`src/rtl/mem_stage_sram_ctrl_pkg.sv`:
```
// rtl/mem_stage_sram_ctrl_pkg.sv - shared types and constants for the memory-stage SRAM controller
package mem_stage_sram_ctrl_pkg;

  typedef enum logic [2:0] {
    ST_IDLE,
    ST_RD_LO,
    ST_RD_HI,
    ST_WR_LO,
    ST_WR_HI,
    ST_DONE
  } state_t;

  localparam logic [31:0] BASE_ADDR_DEFAULT = 32'd1024;

  localparam logic HALF_LO = 1'b0;
  localparam logic HALF_HI = 1'b1;

  localparam int WAIT_CNT_W = 3;

endpackage

```
`src/rtl/sram_wait_counter.sv`:
```
// rtl/sram_wait_counter.sv - per-phase wait-state counter, done on the last cycle of a phase
module sram_wait_counter
  import mem_stage_sram_ctrl_pkg::*;
#(
  parameter int unsigned SRAM_WAIT = 1
) (
  input  logic clk,
  input  logic rst,
  input  logic load,
  input  logic en,
  output logic done
);

  localparam logic [WAIT_CNT_W-1:0] LAST = WAIT_CNT_W'(SRAM_WAIT);

  logic [WAIT_CNT_W-1:0] cnt;

  // count cycles within a phase; load returns to zero for the next phase
  always_ff @(posedge clk or negedge rst) begin
    if (!rst) begin
      cnt <= '0;
    end else if (load) begin
      cnt <= '0;
    end else if (en) begin
      cnt <= cnt + WAIT_CNT_W'(1);
    end
  end

  assign done = (cnt == LAST);

endmodule

```
`src/rtl/mem_stage_sram_ctrl.sv`:
```
// rtl/mem_stage_sram_ctrl.sv - 32-bit load/store as two 16-bit async SRAM accesses; LAST_STORE_FWD_EN adds last-store forwarding
module mem_stage_sram_ctrl
  import mem_stage_sram_ctrl_pkg::*;
#(
  parameter int unsigned SRAM_WAIT = 1,
  parameter logic [31:0] BASE_ADDR = BASE_ADDR_DEFAULT,
  parameter int unsigned SRAM_AW   = 18
) (
  input  logic               clk,
  input  logic               rst,
  input  logic               mem_read_en,
  input  logic               mem_write_en,
  input  logic [31:0]        alu_res,
  input  logic [31:0]        val_Rm,
  output logic               ready,
  output logic [31:0]        read_data,
  output logic [SRAM_AW-1:0] sram_addr,
  output logic [15:0]        sram_dq_out,
  input  logic [15:0]        sram_dq_in,
  output logic               sram_dq_oe,
  output logic               sram_we_n,
  output logic               sram_oe_n
);

  state_t      state, state_nxt;
  logic [31:0] req_diff;
  logic [29:0] req_word;
  logic [29:0] lat_word;
  logic [31:0] lat_data;
  logic        cnt_load, cnt_en, cnt_done;
  logic        in_phase;
  logic        half;
  logic        fwd_hit;
  logic [31:0] fwd_data;
  logic        unused_bits;

  // modular offset from the SRAM base; byte offset within the word is dropped
  assign req_diff    = alu_res - BASE_ADDR;
  assign req_word    = req_diff[31:2];
  assign unused_bits = ^{req_diff[1:0], lat_word[29:SRAM_AW-1]};

`ifdef LAST_STORE_FWD_EN
  logic        buf_valid;
  logic [29:0] buf_word;
  logic [31:0] buf_data;

  assign fwd_hit  = mem_read_en & ~mem_write_en & buf_valid & (buf_word == req_word);
  assign fwd_data = buf_data;

  // capture a store only once its high half completes, so an aborted store never forwards
  always_ff @(posedge clk or negedge rst) begin
    if (!rst) begin
      buf_valid <= 1'b0;
      buf_word  <= '0;
      buf_data  <= '0;
    end else if (state == ST_WR_HI && cnt_done) begin
      buf_valid <= 1'b1;
      buf_word  <= lat_word;
      buf_data  <= lat_data;
    end
  end
`else
  assign fwd_hit  = 1'b0;
  assign fwd_data = 32'd0;
`endif

  sram_wait_counter #(
    .SRAM_WAIT(SRAM_WAIT)
  ) u_wait (
    .clk  (clk),
    .rst  (rst),
    .load (cnt_load),
    .en   (cnt_en),
    .done (cnt_done)
  );

  // counter restarts at every phase boundary and while no phase is active
  assign cnt_load = ~in_phase | cnt_done;
  assign cnt_en   = in_phase & ~cnt_done;

  assign ready = (state == ST_DONE) |
                 ((state == ST_IDLE) & ~mem_read_en & ~mem_write_en);

  // state register
  always_ff @(posedge clk or negedge rst) begin
    if (!rst) state <= ST_IDLE;
    else      state <= state_nxt;
  end

  // next state and SRAM strobes; we_n lifts on the last phase cycle for address/data hold
  always_comb begin
    state_nxt   = state;
    in_phase    = 1'b0;
    half        = HALF_LO;
    sram_oe_n   = 1'b1;
    sram_we_n   = 1'b1;
    sram_dq_oe  = 1'b0;
    sram_dq_out = 16'h0000;
    case (state)
      ST_IDLE: begin
        if (mem_write_en)     state_nxt = ST_WR_LO;
        else if (mem_read_en) state_nxt = fwd_hit ? ST_DONE : ST_RD_LO;
      end
      ST_RD_LO: begin
        in_phase  = 1'b1;
        sram_oe_n = 1'b0;
        if (cnt_done) state_nxt = ST_RD_HI;
      end
      ST_RD_HI: begin
        in_phase  = 1'b1;
        half      = HALF_HI;
        sram_oe_n = 1'b0;
        if (cnt_done) state_nxt = ST_DONE;
      end
      ST_WR_LO: begin
        in_phase    = 1'b1;
        sram_dq_oe  = 1'b1;
        sram_dq_out = lat_data[15:0];
        sram_we_n   = cnt_done;
        if (cnt_done) state_nxt = ST_WR_HI;
      end
      ST_WR_HI: begin
        in_phase    = 1'b1;
        half        = HALF_HI;
        sram_dq_oe  = 1'b1;
        sram_dq_out = lat_data[31:16];
        sram_we_n   = cnt_done;
        if (cnt_done) state_nxt = ST_DONE;
      end
      ST_DONE: state_nxt = ST_IDLE;
      default: state_nxt = ST_IDLE;
    endcase
    sram_addr = in_phase ? {lat_word[SRAM_AW-2:0], half} : '0;
  end

  // request latch and load result assembly
  always_ff @(posedge clk or negedge rst) begin
    if (!rst) begin
      lat_word  <= '0;
      lat_data  <= '0;
      read_data <= '0;
    end else begin
      if (state == ST_IDLE && (mem_read_en | mem_write_en)) begin
        lat_word <= req_word;
        lat_data <= val_Rm;
        if (fwd_hit) read_data <= fwd_data;
      end
      if (state == ST_RD_LO && cnt_done) read_data[15:0]  <= sram_dq_in;
      if (state == ST_RD_HI && cnt_done) read_data[31:16] <= sram_dq_in;
    end
  end

endmodule
```
`config.mk`:
```
export PLATFORM = sky130hd
export DESIGN_NAME = mem_stage_sram_ctrl
export DESIGN_NICKNAME = d
export VERILOG_FILES = /design/src/rtl/mem_stage_sram_ctrl_pkg.sv /design/src/rtl/sram_wait_counter.sv /design/src/rtl/mem_stage_sram_ctrl.sv
export SDC_FILE = /design/constraint.sdc
export NUM_CORES = 1
export LEC_CHECK = 0
export ABC_CLOCK_PERIOD_IN_PS = 3400
export CORE_UTILIZATION = 47
export DETAILED_ROUTE_END_ITERATION = 12
export PLACE_DENSITY = 0.95
export SYNTH_ARGS = -nofsm -noshare
export SYNTH_HDL_FRONTEND = slang
export SYNTH_SLANG_ARGS = --single-unit
```
`constraint.sdc`:
```
create_clock -name clk -period 3.4 [get_ports clk]
set_input_delay 0.68 -clock clk [delete_from_list [all_inputs] [get_ports clk]]
set_output_delay 0.68 -clock clk [all_outputs]
set_load 0.01 [all_outputs]
```
==> flow_summary.yaml <==
pwr:
  ir_worst_vdd_v: 0.000543
  power_mw: 5.07
  leakagePower_nw: 2.24
  p_per_area_mw_per_mm2: 924
synthesis:
  synth_top_area_share_pct: 56.3
  synth_top_family_by_area: "multiplexers"
  netlist_area_mm2: 0.00387
  synth-main-ff-cell: "dfrtp_1"
  synthTopCellsByArea: "dfrtp_1 (56%), mux2_2 (16%), mux2_1 (5.5%), a22o_1 (3.6%), and2_1 (2.9%)"
  synth-edff-count: 0
  ys_ff_latch: 87
  synthCells: 286
  synthDistinctLibCells: 43
  synthXorXnorAreaFrac_pct: 1.13
  synth_adder_area_share_pct: 0.970
  syn_nets: 373
  synth_mux_area_share_pct: 21.2
  avgSynthCellArea_um2: 13.5
  yosysSeqAreaShare_pct: 56.3
  async_flop_share_pct: 100
  synth_area_leader_cell: "dfrtp_1"
  yosys_warnings: 0
  synth-simple-area-share_pct: 8.86
  synth_compound_area_share_pct: 8.21
global_routing:
  grt_max_degree: 88
  grt-ovfl-total: 0
  grt_usage_pct: 22.1
  antenna_found_initial: 0
  grt_pass1_wl_um: 14600
  grt_pass1_vias: 3016
route:
  antenna_left: 0
  drt_pass1_iterations: 4
  avgRoutedWirePerCell_um: 16.6
  drtIter0Drc: 87
  drc_errors: 0
  via_per_inst: 5.27
  wl_um: 8780
  via_count: 2788
worst_setup_path:
  worstReg2RegStart: "state[0]$_DFFE_PN0P_"
  critical_path.startpoint: "state[0]$_DFFE_PN0P_"
  setup.worst_path.class: "reg -> out"
  critical_path.endpoint: "sram_we_n"
  r2r_slack_ns: 1.30
  path_cells: "nor2_1 -> and2_1 -> buf_4 -> o21ai_0 -> clkdlybuf4s50_1"
  worstPathArrival_ns: 2.33
  crit_path_max_incr_delay_ns: 0.62
  crit_slowest_cell: "dfrtp_1"
  worst_setup_path_start_kind: "register"
  endpoint_kind: "primary output"
  worstReg2RegEnd: "read_data[4]$_DFFE_PN0P_"
  crit_required_ns: 2.72
  r2r_cells: 3
  cp_max_fo: 19
sta:
  timing.fmax_mhz: 332
  tns_ns: 0
  holdWs_ns: 0.481
  tightest_slew_ns: 1.09
  rsz0062_at_grt: "false"
  worst_slack_ns: 0.386
  drv_slew: 0
  skew_ns: 0.00724
  post-route-period-util_pct: 88.7
  fin_crit_ns: 3.01
  finalSetupViolations: 0
  finalHoldViolCount: 0
  maxSlewHeadroom_pct: 27.5
clocking:
  clock-sinks: 87
  postCtsSetupBuffers: 0
  clk_pin_slew_ns: 0.09
  tritoncts: "built"
  ctsResizeCount: 0
  clock_latency_ns: 0.34
  cts_hold_buffers: 0
  root_buffer: "clkbuf_8"
  cts_buffers: 9
  h-tree-depth: 3
  clk_path_buf_depth: 2
hold_path:
  worstHoldPathCells: 1
  hp-class: "reg -> reg"
floorplan:
  die_area_mm2: 0.00860
  start_util_pct: 49.3
  core_region_area_mm2: 0.00785
  die_h_um: 92.7
  row_count: 32
  boundaryPins: 154
  die_x_um: 92.7
placed_design:
  dpl_cell_area_mm2: 0.00531
  place_ws_ns: 0.591
  hpwl_um: 6210
  gp_congestion: 0.811
  portBuffers: 138
cells_and_area:
  fill_cells: 560
  drive_gt1_share_pct: 19.0
  final_common_cell: "clkdlybuf4s50_1"
  num_antenna_cells: 0
  post-route-cell-area_mm2: 0.00549
  area_growth_pct: 41.9
  nets: 509
  layout_common_cells: "clkdlybuf4s50_1 (137), dfrtp_1 (87), mux2_2 (54), mux2_1 (19), and2_1 (18)"
run:
  maxCapViolCount: 0
status:
  outcome: "complete, no violations"
worst min path at each step:
| stage | from | to |
|---|---|---|
| after floorplan | rst | lat_data[0]$_DFFE_PN0P_ |
| after global placement | u_wait.cnt[0]$_DFF_PN0_ | u_wait.cnt[0]$_DFF_PN0_ |
| after detailed placement | lat_word[4]$_DFFE_PN0P_ | lat_word[4]$_DFFE_PN0P_ |
| after CTS | lat_word[1]$_DFFE_PN0P_ | lat_word[1]$_DFFE_PN0P_ |
| after global routing | lat_word[5]$_DFFE_PN0P_ | lat_word[5]$_DFFE_PN0P_ |
| final | lat_word[4]$_DFFE_PN0P_ | lat_word[4]$_DFFE_PN0P_ |
logic make-up after synthesis:
logic type	Yosys count
DFF	87
xor gates and xnor gates	5
AOI/OAI and AO/OA	44
buffers and inverters	22
and+or+nand+nor	52
muxes	73
adders and majority gates	3
synth_stat cells (3+ instances only):
cell type,count
nor2_1,5
inv_1,5
o21ai_0,4
a21oi_1,10
buf_4,4
buf_2,6
dfrtp_1,87
xnor2_1,3
clkbuf_1,3
nand2b_1,4
and2_1,18
mux2_1,19
a31oi_1,5
mux2_2,54
buf_6,3
nor3b_1,3
a22o_1,16
ha_1,3
layout make-up:
| cell class | instances | area [um2] | share of cell area (%) |
|---|---|---|---|
| flip-flops and latches | 87 | 2180 | 39.6 |
| multi-input cells | 177 | 1560 | 28.5 |
| repair buffers | 142 | 1420 | 25.9 |
| clock buffers | 10 | 138 | 2.51 |
| well taps | 102 | 128 | 2.32 |
| clock inverters | 6 | 45.0 | 0.820 |
| inverters | 5 | 18.8 | 0.342 |
state kept, by name, summed over array words and instances, names as in the netlist:
name / count
read_data: 32
u_wait.cnt: 3
state: 3
lat_data: 32
lat_word: 17
routing by layer:
metal  part of all wire, %  global-route usage [%]  vias up
met5                     0                       0        -
met4                   1.7                    7.31        0
met3                   9.1                    9.28       16
met2                    49                    36.9      104
met1                    40                    25.6     1364
li1                      -                       -     1304
worst max-delay path, delay by kind of cell, from the launching register on:
kind                   cells  cell delay (ns)
and+or+nand+nor            2             0.34
buffers and inverters      2             0.82
DFF                        1             0.62
AOI/OAI and AO/OA          1             0.20
power breakdown:
| part | internal (mW) | switching, mW |
|---|---|---|
| combinational | 1.54 | 1.00 |
| clock | 0.288 | 0.376 |
| sequential | 1.56 | 0.311 |
metrics by stage:
| stage | util, % | std cells |
|---|---|---|
| 2_1_floorplan | - | 286 |
| 3_3_place_gp | 67.6 | 513 |
| 3_5_place_dp | 67.6 | 513 |
| 4_1_cts | 70.0 | 529 |
| 5_1_grt | 70.0 | 529 |
| 6_report | 70.0 | 529 |
No activity file was read; power rests on OpenSTA's default activity.
